**src/rtl/aud_pkg.sv**
```systemverilog
// Shared audio-path definitions: sample/address widths and the recorder
// state encoding (the codes also drive the seven-segment display).
package aud_pkg;

  localparam int SAMPLE_W = 16;
  localparam int ADDR_W   = 20;

  typedef enum logic [2:0] {
    IDLE    = 3'd0,
    WAIT_LR = 3'd1,
    SKIP    = 3'd2,
    SHIFT   = 3'd3,
    WRITE   = 3'd4,
    PAUSED  = 3'd5
  } rec_state_t;

endpackage

```
**src/rtl/aud_edge_sync.sv**
```systemverilog
// Two-flop synchroniser for a codec-domain signal plus single-cycle
// rise/fall pulses taken from the synchronised copy.
module aud_edge_sync (
  input  logic clk,
  input  logic rst_n,
  input  logic din,
  output logic rise,
  output logic fall
);

  // [0],[1] are the synchroniser flops, [2] holds the previous synced level
  logic [2:0] sync_q;

  // Shift the asynchronous input through the synchroniser and history flop
  always_ff @(posedge clk or negedge rst_n) begin
    if (!rst_n) begin
      sync_q <= '0;
    end else begin
      sync_q <= {sync_q[1:0], din};
    end
  end

  assign rise = sync_q[1] & ~sync_q[2];
  assign fall = ~sync_q[1] & sync_q[2];

endmodule

```
**src/rtl/aud_recorder.sv**
```systemverilog
// WM8731 ADC capture (I2S, codec master) producing one-cycle SRAM write
// strobes. Build option: define AUD_REC_STEREO_EN to capture both channels
// (left at even, right at odd addresses); the default build is left-only.
//
// state   | meaning
// --------+---------------------------------------------------------------
// IDLE    | not recording; i_start clears address, length and full flag
// WAIT_LR | waiting for the lrck edge that opens the wanted half-frame
// SKIP    | swallowing the first bclk rise (I2S one-bit delay)
// SHIFT   | shifting SAMPLE_W bits in, MSB first
// WRITE   | o_valid high for this single cycle
// PAUSED  | no capture; i_start resumes at the current address
module aud_recorder #(
  parameter int                SAMPLE_W  = aud_pkg::SAMPLE_W,
  parameter int                ADDR_W    = aud_pkg::ADDR_W,
  parameter logic [ADDR_W-1:0] ADDR_LAST = {ADDR_W{1'b1}}
) (
  input  logic                i_clk,
  input  logic                i_rst_n,
  input  logic                i_start,
  input  logic                i_pause,
  input  logic                i_stop,
  input  logic                i_aud_bclk,
  input  logic                i_aud_lrck,
  input  logic                i_aud_adcdat,
  output logic [ADDR_W-1:0]   o_address,
  output logic [SAMPLE_W-1:0] o_data,
  output logic                o_valid,
  output logic [ADDR_W-1:0]   o_len,
  output logic                o_full,
  output logic [2:0]          o_state
);

  import aud_pkg::*;

`ifdef AUD_REC_STEREO_EN
  localparam bit STEREO = 1'b1;
`else
  localparam bit STEREO = 1'b0;
`endif

  localparam int                CNT_W    = $clog2(SAMPLE_W);
  localparam logic [CNT_W-1:0]  CNT_LAST = CNT_W'(SAMPLE_W - 1);

  rec_state_t          state;
  logic                chan;        // 0 = left half-frame expected, 1 = right
  logic [CNT_W-1:0]    bit_cnt;     // bits still to shift, minus one
  logic [SAMPLE_W-1:0] shreg;
  logic [ADDR_W-1:0]   wr_ptr;      // next address to write
  logic [1:0]          dat_sync;
  logic                bclk_rise;
  logic                bclk_fall_unused;
  logic                lrck_rise;
  logic                lrck_fall;
  logic                frame_edge;
  logic                frame_abort;
  logic                dat;
  logic [SAMPLE_W-1:0] sample_next;
  logic [ADDR_W-1:0]   len_next;

  aud_edge_sync u_bclk_sync (
    .clk   (i_clk),
    .rst_n (i_rst_n),
    .din   (i_aud_bclk),
    .rise  (bclk_rise),
    .fall  (bclk_fall_unused)
  );

  aud_edge_sync u_lrck_sync (
    .clk   (i_clk),
    .rst_n (i_rst_n),
    .din   (i_aud_lrck),
    .rise  (lrck_rise),
    .fall  (lrck_fall)
  );

  // Data only needs the synchroniser; its latency matches the bclk edge path
  always_ff @(posedge i_clk or negedge i_rst_n) begin
    if (!i_rst_n) begin
      dat_sync <= '0;
    end else begin
      dat_sync <= {dat_sync[0], i_aud_adcdat};
    end
  end

  assign dat         = dat_sync[1];
  assign sample_next = {shreg[SAMPLE_W-2:0], dat};
  // lrck low = left: a fall opens the left half, a rise opens the right one
  assign frame_edge  = chan ? lrck_rise : lrck_fall;
  assign frame_abort = chan ? lrck_fall : lrck_rise;
  // Length saturates rather than wrapping when the whole memory is filled
  assign len_next    = (o_len == {ADDR_W{1'b1}}) ? o_len : o_len + 1'b1;
  assign o_state     = state;

  // Capture FSM: frame alignment, shifting, write strobe and take bookkeeping
  always_ff @(posedge i_clk or negedge i_rst_n) begin
    if (!i_rst_n) begin
      state     <= IDLE;
      chan      <= 1'b0;
      bit_cnt   <= '0;
      shreg     <= '0;
      wr_ptr    <= '0;
      o_address <= '0;
      o_data    <= '0;
      o_valid   <= 1'b0;
      o_len     <= '0;
      o_full    <= 1'b0;
    end else begin
      o_valid <= 1'b0;
      case (state)
        IDLE: begin
          if (i_start) begin
            state     <= WAIT_LR;
            chan      <= 1'b0;
            wr_ptr    <= '0;
            o_address <= '0;
            o_len     <= '0;
            o_full    <= 1'b0;
          end
        end
        WAIT_LR: begin
          if (i_stop) begin
            state <= IDLE;
          end else if (i_pause) begin
            state <= PAUSED;
          end else if (frame_edge) begin
            state <= SKIP;
          end
        end
        SKIP: begin
          if (i_stop) begin
            state <= IDLE;
          end else if (i_pause) begin
            state <= PAUSED;
          end else if (bclk_rise) begin
            state   <= SHIFT;
            bit_cnt <= CNT_LAST;
          end
        end
        SHIFT: begin
          if (i_stop) begin
            state <= IDLE;
          end else if (i_pause) begin
            state <= PAUSED;
          end else if (frame_abort) begin
            // Short half-frame: drop it and realign on the next left frame
            state <= WAIT_LR;
            chan  <= 1'b0;
          end else if (bclk_rise) begin
            shreg <= sample_next;
            if (bit_cnt == '0) begin
              state     <= WRITE;
              o_valid   <= 1'b1;
              o_data    <= sample_next;
              o_address <= wr_ptr;
            end else begin
              bit_cnt <= bit_cnt - 1'b1;
            end
          end
        end
        WRITE: begin
          // The strobe is already on the pins this cycle, so it always counts
          o_len <= len_next;
          if (i_stop) begin
            state <= IDLE;
          end else if (wr_ptr == ADDR_LAST) begin
            o_full <= 1'b1;
            state  <= IDLE;
          end else begin
            wr_ptr <= wr_ptr + 1'b1;
            chan   <= STEREO ? ~chan : 1'b0;
            state  <= i_pause ? PAUSED : WAIT_LR;
          end
        end
        PAUSED: begin
          if (i_stop) begin
            state <= IDLE;
          end else if (i_start) begin
            state <= WAIT_LR;
            chan  <= 1'b0;
          end
        end
        default: state <= IDLE;
      endcase
    end
  end

endmodule

```
**config.mk**
```make
export PLATFORM = sky130hd
export DESIGN_NAME = aud_recorder
export DESIGN_NICKNAME = d
export VERILOG_FILES = /design/src/rtl/aud_pkg.sv /design/src/rtl/aud_edge_sync.sv /design/src/rtl/aud_recorder.sv
export SDC_FILE = /design/constraint.sdc
export NUM_CORES = 1
export LEC_CHECK = 0
export ABC_AREA = 1
export CAP_MARGIN = 20
export CORE_MARGIN = 8
export CORE_UTILIZATION = 33
export DETAILED_ROUTE_END_ITERATION = 10
export PLACE_DENSITY = 0.56
export SKIP_LAST_GASP = 1
export SLEW_MARGIN = 20
export SYNTH_ARGS = -nofsm -noshare
export SYNTH_HDL_FRONTEND = slang
export SYNTH_HIERARCHICAL = 1
export SYNTH_SLANG_ARGS = --single-unit
export TNS_END_PERCENT = 1
```
**constraint.sdc**
```tcl
create_clock -name i_clk -period 2.1 [get_ports i_clk]
set_clock_uncertainty 0.1 [all_clocks]
set_input_delay 0.21 -clock i_clk [delete_from_list [all_inputs] [get_ports i_clk]]
set_output_delay 0.21 -clock i_clk [all_outputs]
set_load 0.01 [all_outputs]
```
; ---- Yosys cells after proc, flatten, opt, wreduce, memory -nomap -nowiden
; Index checks and enable logic that the tools add are counted.
[totals]
elab_cells = 125
input_bits = 8
regBits = 109
out_inout_bits = 61
[op_classes]
bitwise_logic = 9
eq_ne = 27
n_addsub = 3
n_reduce_logical = 15
muxes = 58
[op_table]
columns = cell, count
row1 = 20-bit 2-to-1 mux, 9
row2 = 20-bit one-hot mux with 2 select lines, 3
row3 = 3-bit 2-to-1 mux, 16
row4 = 20-bit by 1-bit adder with 20-bit output (second input constant), 2
row5 = 20-bit equality test (second input constant), 2
row6 = 4-bit 2-to-1 mux, 8
row7 = 2-bit != test (second input constant), 16
row8 = 1-bit 2-to-1 mux, 18
row9 = 3-bit one-hot mux with 6 select lines, 1
row10 = 7-bit AND reduction, 2
row11 = 4-bit AND reduction, 3
row12 = 5-bit != test (second input constant), 2
row13 = 9-bit AND reduction, 1
row14 = 4-bit != test (second input constant), 2
row15 = 4-bit one-hot mux with 2 select lines, 1
row16 = 3-bit by 2-bit equality test with 1-bit output (second input constant), 2
row17 = 3-bit equality test (second input constant), 2
row18 = 1-bit NOT, 6
row19 = 6-bit AND reduction, 1
row20 = 2-bit nonzero test, 3
row21 = 5-bit AND reduction, 1
row22 = 4-bit logical NOT, 1
row23 = 1-bit one-hot mux with 4 select lines, 1
row24 = 4-bit nonzero test, 1
row25 = other kinds (6), 8

; ---- Logic depth before layout (Yosys ltp)
[logic_depth]
word_depth = 7
ltp_mapped = 12
mapped_depth_nobuf = 11

; ---- Cells and area by module
; Netlist, hierarchy kept.
[modules_own_cells]
columns = mod, cells_per_inst, area_each_um2, n_inst, seq_area_each_um2
row1 = aud_recorder, 675, 5277.6, 1, 2552.4
row2 = aud_edge_sync, 7, 90.1, 2, 75.1

; ---- Worst setup path before layout
; OpenSTA, ideal clock, no wires.
[synth_path]
path_type = flip-flop to flip-flop
startpoint = register o_len[0]
endpoint = register o_len[9]
arrival_time_ns = 1.601
period_less_slack_ns = 1.827
path_slack_ns = 0.273
required_ns = 1.874
n_path_buf = 1
setup_ns = 0.126
path_stages_with_launch = 10
cell_sequence = dfrtp_1 > ha_1 > nand2_1 > nor2_2 > nand2_1 > nor2_1 > a21oi_2 > inv_2 > buf_6 > o21ai_0
[synth_via]
elab_chain_cells = 3
elab_cells_between_ends = 6
cone_classes = add/sub: 1 / eq/ne: 2 / mux: 2 / reduce/logical: 1
[synth_lines]
columns = item, line_no
row1 = from (decl), aud_recorder.sv:29  ; output logic [ADDR_W-1:0] o_len,
row2 = from (signal assigned), aud_recorder.sv:163  ; o_len <= len_next;
row3 = 20-bit by 1-bit adder with 20-bit output / 20-bit equality test (equally long branches), aud_recorder.sv:92  ; assign len_next = (o_len == {ADDR_W{1'b1}}) ? o_len : o_len + 1'b1;
row4 = 20-bit 2-to-1 mux / 2-bit != test (equally long branches), -
row5 = 20-bit one-hot mux with 2 select lines / 3-bit AND reduction (equally long branches), -
; Several ways; a longest one is shown, not always the timed one. The select of a mux whose other input is x is not followed.
; A chain may end at the register's enable or synchronous reset.

; ---- Worst setup path in the final report
[layout_path]
startpoint = register o_len[1]
endpoint = register o_len[7]
; Same word-level chain as after synthesis.

==> results.py <==
metrics = {
    "worst_setup_path": {
        "arrival_ns": 2.08,
        "required_ns": 2.24,
        "start_kind": "register",
        "cp_cell_sequence": "ha_1 -> nand2_1 -> nor2_2 -> nand2_1 -> nor2_1 -> a21oi_2 -> buf_4 -> nand2_1 -> o21ai_0",
        "r2r_setup_slack_ns": 0.15,
        "critPathTopFamily": "simple AND/OR/NAND/NOR gates",
        "criticalPathCategory": "reg -> reg",
        "end_kind": "register",
        "cpMaxStageDelayCell": "dfrtp_1",
        "path_common_cell": "nand2_1",
        "cp_max_fo": 12,
        "max_stage_delay_ns": 0.42,
        "rr_startpoint": "o_len[1]",
        "r2r_end": "o_len[7]",
        "r2r.worst_path.cells": 9,
        "crit_buf_inv": 1,
    },
    "layout": {
        "stdcell_area_sq_um": 6750,
        "num-fill-cells": 1700,
        "final_nets": 775,
        "finalNonFillerCells": 989,
        "fin_util": 0.413,
        "syn_to_final_growth_pct": 23.8,
        "n_antenna_cell": 0,
        "final_layout_size_suffix_gt1_frac": 0.0884,
    },
    "placement": {
        "placed_cells": 972,
        "place_congestion": 0.822,
        "pre_cts_slack_ns": 0.0996,
        "dpl-instance-area_sq_um": 6430,
        "port_buffers": 68,
        "dp_hpwl_um": 9250,
    },
    "grt": {
        "antenna_found_initial": 0,
        "grtUsageMet1": 0.171,
        "grt-ovfl-total": 0,
        "grt_usage": 0.131,
        "grt.met3_usage": 0.0333,
        "first_global_vias": 4267,
        "grt_pass1_wl_um": 21600,
        "grt.met2_usage": 0.206,
        "grt-busiest-layer": "met2",
        "grt_max_degree": 42,
    },
    "cts": {
        "clkTransAtPathRegs_ns": 0.08,
        "clock_latency_ns": 0.35,
        "clock_sinks": 108,
        "cts_buffer_depth": 2,
        "htreeDepth": 3,
        "cts_buffers": 9,
        "cts_root_buffer": "clkbuf_16",
        "cts_post_setup_buffers_inserted": 0,
        "cts_tree": "done",
    },
    "timing": {
        "slew_headroom": 0.652,
        "finalHoldViolCount": 0,
        "fin_crit_sh": 0.928,
        "finalSetupTns_ns": 0,
        "setup_violations": 0,
        "setup_slack_ns": 0.152,
        "tightest_slew_ns": 0.522,
        "post-route-min-period_ns": 1.95,
        "rsz0062_at_grt": "yes",
        "fmax_ghz": 0.513,
        "slew_violations": 0,
        "hold_slack_ns": 0.198,
    },
    "yosys": {
        "synth_area_sq_um": 5450,
        "synthCells": 687,
        "yosys_warnings": 6,
        "syn_avg_cell_area_sq_um": 7.93,
        "syn_nets": 698,
    },
    "min_path": {
        "worstHoldPathCells": 1,
        "hp-start": "i_aud_lrck",
        "min_to": "u_lrck_sync/sync_q[0]",
        "hold_path_class": "in -> reg",
    },
    "floorplanning": {
        "num_io_pins": 69,
        "dieArea_sq_um": 20900,
        "core_area_sq_um": 16300,
        "num_rows": 47,
        "die_height_um": 145,
        "die_w_um": 145,
        "start_util": 0.333,
    },
    "job": {
        "maxCapViolCount": 0,
    },
    "route": {
        "drtIter0Drc": 202,
        "drc": 0,
        "ant_nets": 0,
        "vias_per_cell": 4.52,
        "wl_um": 12700,
        "vias": 4472,
        "first_pass_iters": 5,
        "drt-wirelength-per-cell_um": 12.9,
    },
    "power": {
        "powerDensity_nw_per_um2": 767,
        "worst_ir_drop_vdd_mv": 0.522,
        "p_leak_nw": 2.84,
        "power_mw": 5.18,
    },
    "status": {
        "status": "completed",
    },
}
[state kept, by name, summed over array words and instances, names as in the netlist]
name                flops
o_state                 3
o_valid                 1
o_data                 16
bit_cnt                 4
shreg                  15
o_full                  1
o_address              20
dat_sync                2
u_lrck_sync/sync_q      3
u_bclk_sync/sync_q      3
o_len                  20
wr_ptr                 20
[layout make-up]
cell class,count,area (sq um),area share
clock buffers,10,239,0.0354
clock inverters,6,63.8,0.00946
inverters,63,251,0.0373
multi-input cells,495,2370,0.351
flip-flops and latches,108,2700,0.401
well taps,220,275,0.0408
repair buffers,87,848,0.126
[worst max-delay path by stage]
stage	startpoint	endpoint	slack [ns]	cells past startpoint
5_1_grt	o_len[1]	o_len[3]	-0.07	8
3_5_place_dp	o_len[1]	o_len[15]	0.1	8
4_1_cts	o_len[1]	o_len[15]	0.10	8
3_3_place_gp	o_len[1]	o_len[13]	0.11	8
2_1_floorplan	o_len[0]	o_len[9]	0.27	9
6_report	o_len[1]	o_len[7]	0.15	9
[repair_timing]
item | in CTS | in global routing
hold buffers | 1 | 0
resized for setup | 0 | 1
endpoints found under the hold margin | 36 | 0
setup endpoints to repair | 0 | 14
[power breakdown]
part	switching (mW)	total [mW]	internal, mW
clock	0.851	1.73	0.874
sequential	0.0796	2.24	2.16
combinational	0.862	1.21	0.346
[routing by layer]
layer | part of all wire | vias to the layer above
met5 | 0 | -
met3 | 0.046 | 10
li1 | - | 2357
met2 | 0.45 | 63
met1 | 0.49 | 2042
met4 | 0.011 | 0
[cell usage in the layout, fill, tap and decap left out, types with 9 or more instances in the layout]
master           count
nand4_1              9
o21ai_1             29
dfrtp_1            108
clkdlybuf4s50_1     67
xor2_1              20
nand2_1            224
nand3_1             47
buf_4               17
inv_1               60
o21ai_0             45
nor2_1              64
clkbuf_16            9
Power figures use the tool's default switching activity.
